[src/rtl/ddr_pkg.sv]
// Shared definitions for the DDR line-port arbiter.
package ddr_pkg;

  localparam int unsigned LINE_W = 256;
  localparam int unsigned ADDR_W = 30;

  typedef enum logic [1:0] {
    ARB_IDLE  = 2'd0,
    ARB_ISSUE = 2'd1,
    ARB_WAIT  = 2'd2,
    ARB_DONE  = 2'd3
  } arb_state_e;

  // One-hot grant vector for a two-requester index.
  function automatic logic [1:0] onehot2(input logic idx);
    return idx ? 2'b10 : 2'b01;
  endfunction

endpackage

[src/rtl/rr_arb2.sv]
// Two-way round-robin picker; pointer moves past the last owner on advance.
module rr_arb2 #(
  parameter int unsigned PRIO_RESET = 0
) (
  input  logic       ui_clk,
  input  logic       rst,
  input  logic [1:0] req,
  input  logic       advance,
  input  logic       owner,
  output logic       valid,
  output logic       winner
);

  localparam logic PRIO_INIT = (PRIO_RESET != 0);

  logic ptr_q;

  // Pointer register: favour the requester that did not just finish.
  always_ff @(posedge ui_clk) begin
    if (!rst) begin
      ptr_q <= PRIO_INIT;
    end else if (advance) begin
      ptr_q <= ~owner;
    end
  end

  // Pointer only matters when both are asking.
  always_comb begin
    valid  = |req;
    winner = (req == 2'b11) ? ptr_q : req[1];
  end

endmodule

[src/rtl/ddr_arbiter.sv]
// Round-robin arbiter sharing one DDR line port between I-side and D-side caches.
module ddr_arbiter
  import ddr_pkg::*;
#(
  parameter int unsigned N_REQ          = 2,
  parameter int unsigned TIMEOUT_CYCLES = 4096,
  parameter int unsigned PRIO_RESET     = 0
) (
  input  logic                      ui_clk,
  input  logic                      rst,
  input  logic [N_REQ-1:0]          req_en,
  input  logic [N_REQ-1:0]          req_write,
  input  logic [N_REQ*ADDR_W-1:0]   req_addr,
  input  logic [N_REQ*LINE_W-1:0]   req_wdata,
  output logic [N_REQ-1:0]          req_rdy,
  output logic [LINE_W-1:0]         req_rdata,
  output logic                      mem_en,
  output logic                      mem_write,
  output logic [ADDR_W-1:0]         mem_addr,
  output logic [LINE_W-1:0]         mem_wdata,
  input  logic                      mem_rdy,
  input  logic [LINE_W-1:0]         mem_rdata,
  output logic [N_REQ-1:0]          grant,
  output logic                      err_timeout
);

  localparam logic [15:0] TIMEOUT_VAL = 16'(TIMEOUT_CYCLES);

  arb_state_e          state_q, state_d;
  logic                owner_q, owner_d;
  logic [1:0]          grant_q, grant_d;
  logic [1:0]          rdy_q, rdy_d;
  logic [LINE_W-1:0]   rdata_q, rdata_d;
  logic                en_q, en_d;
  logic                write_q, write_d;
  logic [ADDR_W-1:0]   addr_q, addr_d;
  logic [LINE_W-1:0]   wdata_q, wdata_d;
  logic [15:0]         cnt_q, cnt_d;
  logic                err_q, err_d;

  logic arb_valid, arb_winner, advance;

  rr_arb2 #(
    .PRIO_RESET (PRIO_RESET)
  ) u_rr (
    .ui_clk  (ui_clk),
    .rst     (rst),
    .req     (req_en),
    .advance (advance),
    .owner   (owner_q),
    .valid   (arb_valid),
    .winner  (arb_winner)
  );

  // Next-state: grant/latch in IDLE, hold mem_* through ISSUE/WAIT, pulse rdy in DONE.
  always_comb begin
    state_d = state_q;
    owner_d = owner_q;
    grant_d = grant_q;
    rdy_d   = 2'b00;
    rdata_d = rdata_q;
    en_d    = en_q;
    write_d = write_q;
    addr_d  = addr_q;
    wdata_d = wdata_q;
    cnt_d   = cnt_q;
    err_d   = err_q;
    advance = 1'b0;
    unique case (state_q)
      ARB_IDLE: begin
        cnt_d = '0;
        if (arb_valid) begin
          owner_d = arb_winner;
          grant_d = onehot2(arb_winner);
          en_d    = 1'b1;
          write_d = req_write[arb_winner];
          addr_d  = arb_winner ? req_addr[2*ADDR_W-1:ADDR_W] : req_addr[ADDR_W-1:0];
          wdata_d = arb_winner ? req_wdata[2*LINE_W-1:LINE_W] : req_wdata[LINE_W-1:0];
          state_d = ARB_ISSUE;
        end
      end
      // Controller decodes the new address this cycle, so mem_rdy is not trusted yet.
      ARB_ISSUE: state_d = ARB_WAIT;
      ARB_WAIT: begin
        if (mem_rdy) begin
          if (!write_q) rdata_d = mem_rdata;
          en_d    = 1'b0;
          grant_d = 2'b00;
          rdy_d   = onehot2(owner_q);
          state_d = ARB_DONE;
        end
      end
      ARB_DONE: begin
        advance = 1'b1;
        state_d = ARB_IDLE;
      end
      default: state_d = ARB_IDLE;
    endcase
    // Busy-cycle counter saturates; the flag is sticky and never aborts the transfer.
    if ((state_q == ARB_ISSUE) || (state_q == ARB_WAIT)) begin
      if (cnt_q != 16'hFFFF) cnt_d = cnt_q + 16'd1;
      if (cnt_d == TIMEOUT_VAL) err_d = 1'b1;
    end
  end

  // State and output registers; reset abandons any transaction without a rdy.
  always_ff @(posedge ui_clk) begin
    if (!rst) begin
      state_q <= ARB_IDLE;
      owner_q <= 1'b0;
      grant_q <= 2'b00;
      rdy_q   <= 2'b00;
      rdata_q <= '0;
      en_q    <= 1'b0;
      write_q <= 1'b0;
      addr_q  <= '0;
      wdata_q <= '0;
      cnt_q   <= '0;
      err_q   <= 1'b0;
    end else begin
      state_q <= state_d;
      owner_q <= owner_d;
      grant_q <= grant_d;
      rdy_q   <= rdy_d;
      rdata_q <= rdata_d;
      en_q    <= en_d;
      write_q <= write_d;
      addr_q  <= addr_d;
      wdata_q <= wdata_d;
      cnt_q   <= cnt_d;
      err_q   <= err_d;
    end
  end

  assign req_rdy     = rdy_q;
  assign req_rdata   = rdata_q;
  assign mem_en      = en_q;
  assign mem_write   = write_q;
  assign mem_addr    = addr_q;
  assign mem_wdata   = wdata_q;
  assign grant       = grant_q;
  assign err_timeout = err_q;

endmodule

[config.mk]
export PLATFORM = sky130hd
export DESIGN_NAME = ddr_arbiter
export DESIGN_NICKNAME = d
export VERILOG_FILES = /design/src/rtl/ddr_pkg.sv /design/src/rtl/rr_arb2.sv /design/src/rtl/ddr_arbiter.sv
export SDC_FILE = /design/constraint.sdc
export NUM_CORES = 1
export LEC_CHECK = 0
export ABC_CLOCK_PERIOD_IN_PS = 2540
export CORE_AREA = 3 3 537 539
export DETAILED_ROUTE_END_ITERATION = 7
export DIE_AREA = 0 0 540 542
export PLACE_DENSITY = 0.36
export SETUP_SLACK_MARGIN = 0.1
export SLEW_MARGIN = 5
export SYNTH_ARGS = -nofsm -noshare
export SYNTH_HDL_FRONTEND = slang
export SYNTH_SLANG_ARGS = --single-unit
[constraint.sdc]
create_clock -name ui_clk -period 2.54 [get_ports ui_clk]
set_clock_uncertainty 0.2 [all_clocks]
set_input_delay 0.508 -clock ui_clk [delete_from_list [all_inputs] [get_ports ui_clk]]
set_output_delay 0.508 -clock ui_clk [all_outputs]
set_load 0.02 [all_outputs]
Word level (Yosys, flattened, before mapping)
Index checks and enable logic that the tools add are counted.
{"block": "totals", "ff_bits": 569, "in_bits": 835, "word_cells": 55}
{"block": "classes", "add_sub_neg": 1, "n_lt_le_gt_ge": 1, "eq_ne": 8, "n_mux": 21, "bitwise": 2, "n_reduce_logical": 10}
{"operator": "2-to-1 mux 256 bit", "n": 1}
{"operator": "2-to-1 mux 16 bit", "n": 4}
{"operator": "2-to-1 mux 30 bit", "n": 1}
{"operator": "adder 16 x 1 -> 16 bit (second input constant)", "n": 1}
{"operator": "== test 16 x 13 -> 1 bit (second input constant)", "n": 1}
{"operator": "!= test 16 bit (second input constant)", "n": 1}
{"operator": "2-to-1 mux 2 bit", "n": 6}
{"operator": "AND reduction 3 bit", "n": 3}
{"operator": "case mux 2 bit (4 select lines)", "n": 1}
{"operator": "== test 2 bit (second input constant)", "n": 3}
{"operator": "2-to-1 mux 1 bit", "n": 6}
{"operator": "AND reduction 2 bit", "n": 3}
{"operator": "!= test 2 bit (second input constant)", "n": 2}
{"operator": "case mux 2 bit (2 select lines)", "n": 1}
{"operator": "== test 2 x 1 -> 1 bit (second input constant)", "n": 1}
{"operator": "logical NOT 2 bit", "n": 1}
{"operator": "< comparator 1 x 2 -> 1 bit (second input constant)", "n": 1}
{"operator": "inverter 1 bit", "n": 2}
{"operator": "case mux 1 bit (2 select lines)", "n": 1}
{"operator": "nonzero test 2 bit", "n": 1}
{"operator": "OR reduction 2 bit", "n": 1}
{"operator": "logical OR 1 bit", "n": 1}

Logic depth before layout (Yosys ltp)
{"block": "depth", "depth_word": 6, "ltp_mapped": 9, "ltp_nobuf": 8}

Hierarchy
Synthesis repeated with hierarchy kept, for this count alone.
{"block": "hier_totals", "cells_unflattened": 2600, "area_unflattened_um2": 22648.0}
{"mod": "ddr_arbiter", "instances": 1, "cells_each": 2594, "area_per_inst_um2": 22596.7}
{"mod": "rr_arb2", "instances": 1, "cells_each": 6, "area_per_inst_um2": 51.3}

Worst setup path after synthesis
Ideal clock, no wire load.
{"block": "synth_path", "kind": "register to register", "from": "register cnt_q[0]", "to": "register err_q, in the netlist err_timeout", "setup_ps": 59, "arrival_ps": 1713, "required_time_ps": 2281, "setup_slack_ps": 568, "path_stages_with_launch": 8, "n_path_buf": 0, "synth_period_minus_slack_ps": 1972, "path_cell_list": "dfxtp_1 -> ha_1 -> and3_1 -> o21ai_1 -> o31ai_1 -> nand2_1 -> nor4b_1 -> a32o_2"}
{"block": "synth_via", "elab_chain_len": 5, "word_cells_on_any_way": 7, "cone_classes": "add/sub (1); eq/ne (2); mux (3); reduce/logical (1)"}
{"item": "start, declared", "line_no": "ddr_arbiter.sv:38", "text": "logic [15:0] cnt_q, cnt_d;"}
{"item": "start signal, assigned", "line_no": "ddr_arbiter.sv:130", "text": "cnt_q <= cnt_d;"}
{"item": "adder 16 x 1 -> 16 bit, or another cell as far along", "line_no": "ddr_arbiter.sv:101", "text": "if (cnt_q != 16'hFFFF) cnt_d = cnt_q + 16'd1;"}
{"item": "2-to-1 mux 16 bit (*)", "line_no": "ddr_arbiter.sv:101"}
{"item": "2-to-1 mux 16 bit (*)", "line_no": "ddr_arbiter.sv:100", "text": "if ((state_q == ARB_ISSUE) || (state_q == ARB_WAIT)) begin"}
{"item": "== test 16 x 13 -> 1 bit (*)", "line_no": "ddr_arbiter.sv:102", "text": "if (cnt_d == TIMEOUT_VAL) err_d = 1'b1;"}
{"item": "AND reduction 2 bit (no line) (*)"}
{"item": "end signal, assigned", "line_no": "ddr_arbiter.sv:131", "text": "err_q <= err_d;"}
{"item": "end, declared", "line_no": "ddr_arbiter.sv:39", "text": "logic err_q, err_d;"}
Mark *: on every way between the ends. The rest lies on a longest branch, timed or not. The select of a mux whose other input is x is not followed.
A chain may end at the register's enable or synchronous reset.

Worst setup path in the final report
{"block": "layout_path", "from": "register wdata_q[247], in the netlist mem_wdata[247]", "to": "output mem_wdata[247]"}
{"item": "start, declared", "line_no": "ddr_arbiter.sv:37", "text": "logic [LINE_W-1:0] wdata_q, wdata_d;"}
{"item": "start signal, assigned", "line_no": "ddr_arbiter.sv:129", "text": "wdata_q <= wdata_d;"}
{"item": "end, declared", "line_no": "ddr_arbiter.sv:20", "text": "output logic [LINE_W-1:0] mem_wdata,"}
No word-level cell between the ends.

==> flow_metrics.tcl <==
set metrics [dict create \
    status "completed" \
    grt_pass1_vias 27117 \
    required_ns 1.83 \
    initial_core_util_pct 7.92 \
    first_pass_iters 5 \
    max_freq_ghz 0.422 \
    synthFlopType "dfxtp_1" \
    async_reset_ff_share_pct 0 \
    cts_tree "done" \
    cts_root_buf "clkbuf_16" \
    reg2regPathDepth 8 \
    die_h_um 542 \
    synthesis.instances 2906 \
    slew_headroom_pct 60.8 \
    ys_seq_elements 569 \
    syn_nets 3745 \
    slowest_stage "dfxtp_1" \
    cp_top_family "flip-flops" \
    finalPower_w 0.0403 \
    final_cell_mix "nand2_1 (1,100), clkdlybuf4s50_1 (833), dfxtp_1 (563)" \
    yosys_warnings 0 \
    drive_gt1_share_pct 9.43 \
    worstPathArrival_ns 1.66 \
    r2r_end "err_timeout" \
    rrSetupSlack_ns 0.23 \
    synth_area_um2 22500 \
    fill_cells 32412 \
    dpl.hpwl_mm 149 \
    num_vias 27320 \
    holdPathEnd "req_rdata[57]" \
    hp-class "in2reg" \
    synth.distinct_cells 56 \
    startpoint_type "register" \
    core_area_um2 284000 \
    leakage_nw 17.6 \
    htree_levels 3 \
    worst-setup-path-type "reg2out" \
    p_per_area_nw_per_um2 905 \
    port_buffers 1383 \
    synth_top_area_share_pct 50.6 \
    synthToLayoutAreaGrowth_pct 97.6 \
    cts.sinks 569 \
    dieWidth_um 540 \
    avgRoutedWirePerCell_um 21.8 \
    worstSkewPairLatency_ns 0.75 \
    wl_mm 178 \
    rsz0062_at_grt "yes" \
    gp_congestion 0.894 \
    maxCapViolCount 0 \
    post-route-min-period_ns 2.37 \
    worstMarginPinSlew_ns 0.590 \
    grt_antenna_before_repair 73 \
    period_share_pct 93.2 \
    synth-edff-count 0 \
    setup_viol_count_final 0 \
    grt_usage_pct 11.5 \
    rows 196 \
    grt.busiest_layer "met2" \
    path_cells "dlygate4sd2_1" \
    drc 0 \
    grt_util_met1_pct 13.3 \
    path_max_fanout 2 \
    clk_pin_slew_ns 0.06 \
    yosys-top-cells-area "dfxtp_1 (51%), nand2_1 (18%), a311oi_1 (11%)" \
    synth-seq-area-share_pct 50.6 \
    reg2reg_from "state_q[1]" \
    min-delay-start "mem_rdata[57]" \
    clockBufferDepth 4 \
    synth_top_area_cell "dfxtp_1" \
    layout.nets 5190 \
    cts_buffers 83 \
    syn_avg_cell_area_um2 7.75 \
    critPathMaxStageDelay_ns 0.50 \
    ir_worst_vdd_mv 0.574 \
    grt_overflow_total 0 \
    die_area_um2 293000 \
    ioPinCount 1384 \
    holdPathStages 3 \
    use_met2_pct 20.1 \
    grtUsageMet3_pct 4.34 \
    dr.first_iter.drc_count 1458 \
    ant_nets 0 \
    end_kind "output pin" \
    grt_max_degree 58 \
    hold_viol 0 \
    final_common_cell "nand2_1" \
    grt_pass1_wl_mm 237 \
    via_per_inst 3.34 \
    path_buf_inv 1 \
    tns_ns 0 \
    finalMaxSlewViolations 0 \
]
==> layer usage <==
metal	part of all wire, %	wire length (µm)
met2	49	86700
met4	2.3	4050
met1	40	70600
met3	9.4	16700
met5	0.23	412
==> registers in the layout (all words and copies together) (netlist names) <==
| name | cells |
|---|---|
| cnt_q | 16 |
| err_timeout | 1 |
| grant | 2 |
| mem_addr | 30 |
| mem_en | 1 |
| mem_wdata | 256 |
| mem_write | 1 |
| owner_q | 1 |
| req_rdata | 256 |
| req_rdy | 2 |
| state_q | 2 |
| u_rr.ptr_q | 1 |
==> stage by stage <==
stage               hold slack, ns  std cells  utilization (%)  worst slack, ns  cell area, µm²
CTS                      0.0000622       8173             15.6            0.101           44500
global placement             0.241       8009             14.9           -0.129           42300
global route                0.0460       8177             15.6           0.0192           44500
finish                       0.103       8184             15.6            0.171           44500
detailed placement           0.247       8009             14.9           -0.164           42300
floorplan                    0.226       2906                -            0.568           22500
==> cell families (layout without fill, tap and decap cells) <==
kind of cell	count (synthesis)	after routing	share of synthesized area [%]
AO/OA/AOI/OAI	595	595	18.6
XOR/XNOR	10	10	0.389
adder cells (fa/ha/maj)	4	4	0.222
buffers and inverters	259	1765	4.75
flip-flops	569	569	50.6
multiplexers	2	2	0.0944
other	0	10	0
AND/OR/NAND/NOR	1467	1467	25.3
==> area by class of cell <==
class,count,area (µm²),area share (%)
Sequential cell,569,11400,25.6
Timing Repair Buffer,1613,15600,35.1
Tap cell,3762,4710,10.6
Inverter,6,33.8,0.0759
Clock buffer,122,2430,5.47
Multi-Input combinational cell,2078,10100,22.7
Clock inverter,24,155,0.349
Antenna cell,10,25.0,0.0562
==> synth_stat cells (2+ instances only) <==
| cell | instances |
|---|---|
| inv_1 | 5 |
| nor2_2 | 3 |
| xor2_1 | 4 |
| ha_1 | 4 |
| dfxtp_1 | 569 |
| buf_4 | 2 |
| nor2_1 | 311 |
| o21ai_0 | 10 |
| o21ai_1 | 2 |
| nand3b_1 | 2 |
| buf_1 | 11 |
| nor2b_1 | 2 |
| a21boi_0 | 32 |
| xnor2_1 | 6 |
| and4_1 | 4 |
| buf_6 | 4 |
| o22ai_1 | 2 |
| nand3_1 | 11 |
| nand2b_1 | 7 |
| clkbuf_1 | 188 |
| buf_2 | 48 |
| nand2_1 | 1100 |
| nor4b_1 | 2 |
| nor3_1 | 5 |
| a311oi_1 | 288 |
| a31oi_1 | 5 |
| and3_1 | 3 |
| a22oi_1 | 4 |
| a21oi_1 | 242 |
| nand4_1 | 4 |
==> where the power goes <==
| group | switching, W | total, W | internal (W) |
|---|---|---|---|
| Sequential | 0.00155 | 0.0126 | 0.0110 |
| Combinational | 0.00982 | 0.0163 | 0.00652 |
| Clock | 0.00474 | 0.0114 | 0.00662 |
| Total | 0.0161 | 0.0403 | 0.0242 |
==> repair_timing <==
action | in CTS | in global routing
cloned | 0 | 0
hold endpoints to repair | 39 | 0
hold buffers | 18 | 0
resized for setup | 623 | 4
buffers inserted | 0 | 1
setup endpoints to repair | 588 | 31
==> worst max path at each step <==
stage               cells after the start            from              to
CTS                                     1   req_rdata[69]   req_rdata[69]
global route                            8        cnt_q[0]     err_timeout
detailed placement                      7       req_en[1]  mem_wdata[217]
global placement                        7       req_en[0]   mem_wdata[86]
finish                                  1  mem_wdata[247]  mem_wdata[247]
floorplan                               7        cnt_q[0]     err_timeout
(Power assumes the default switching activity.)
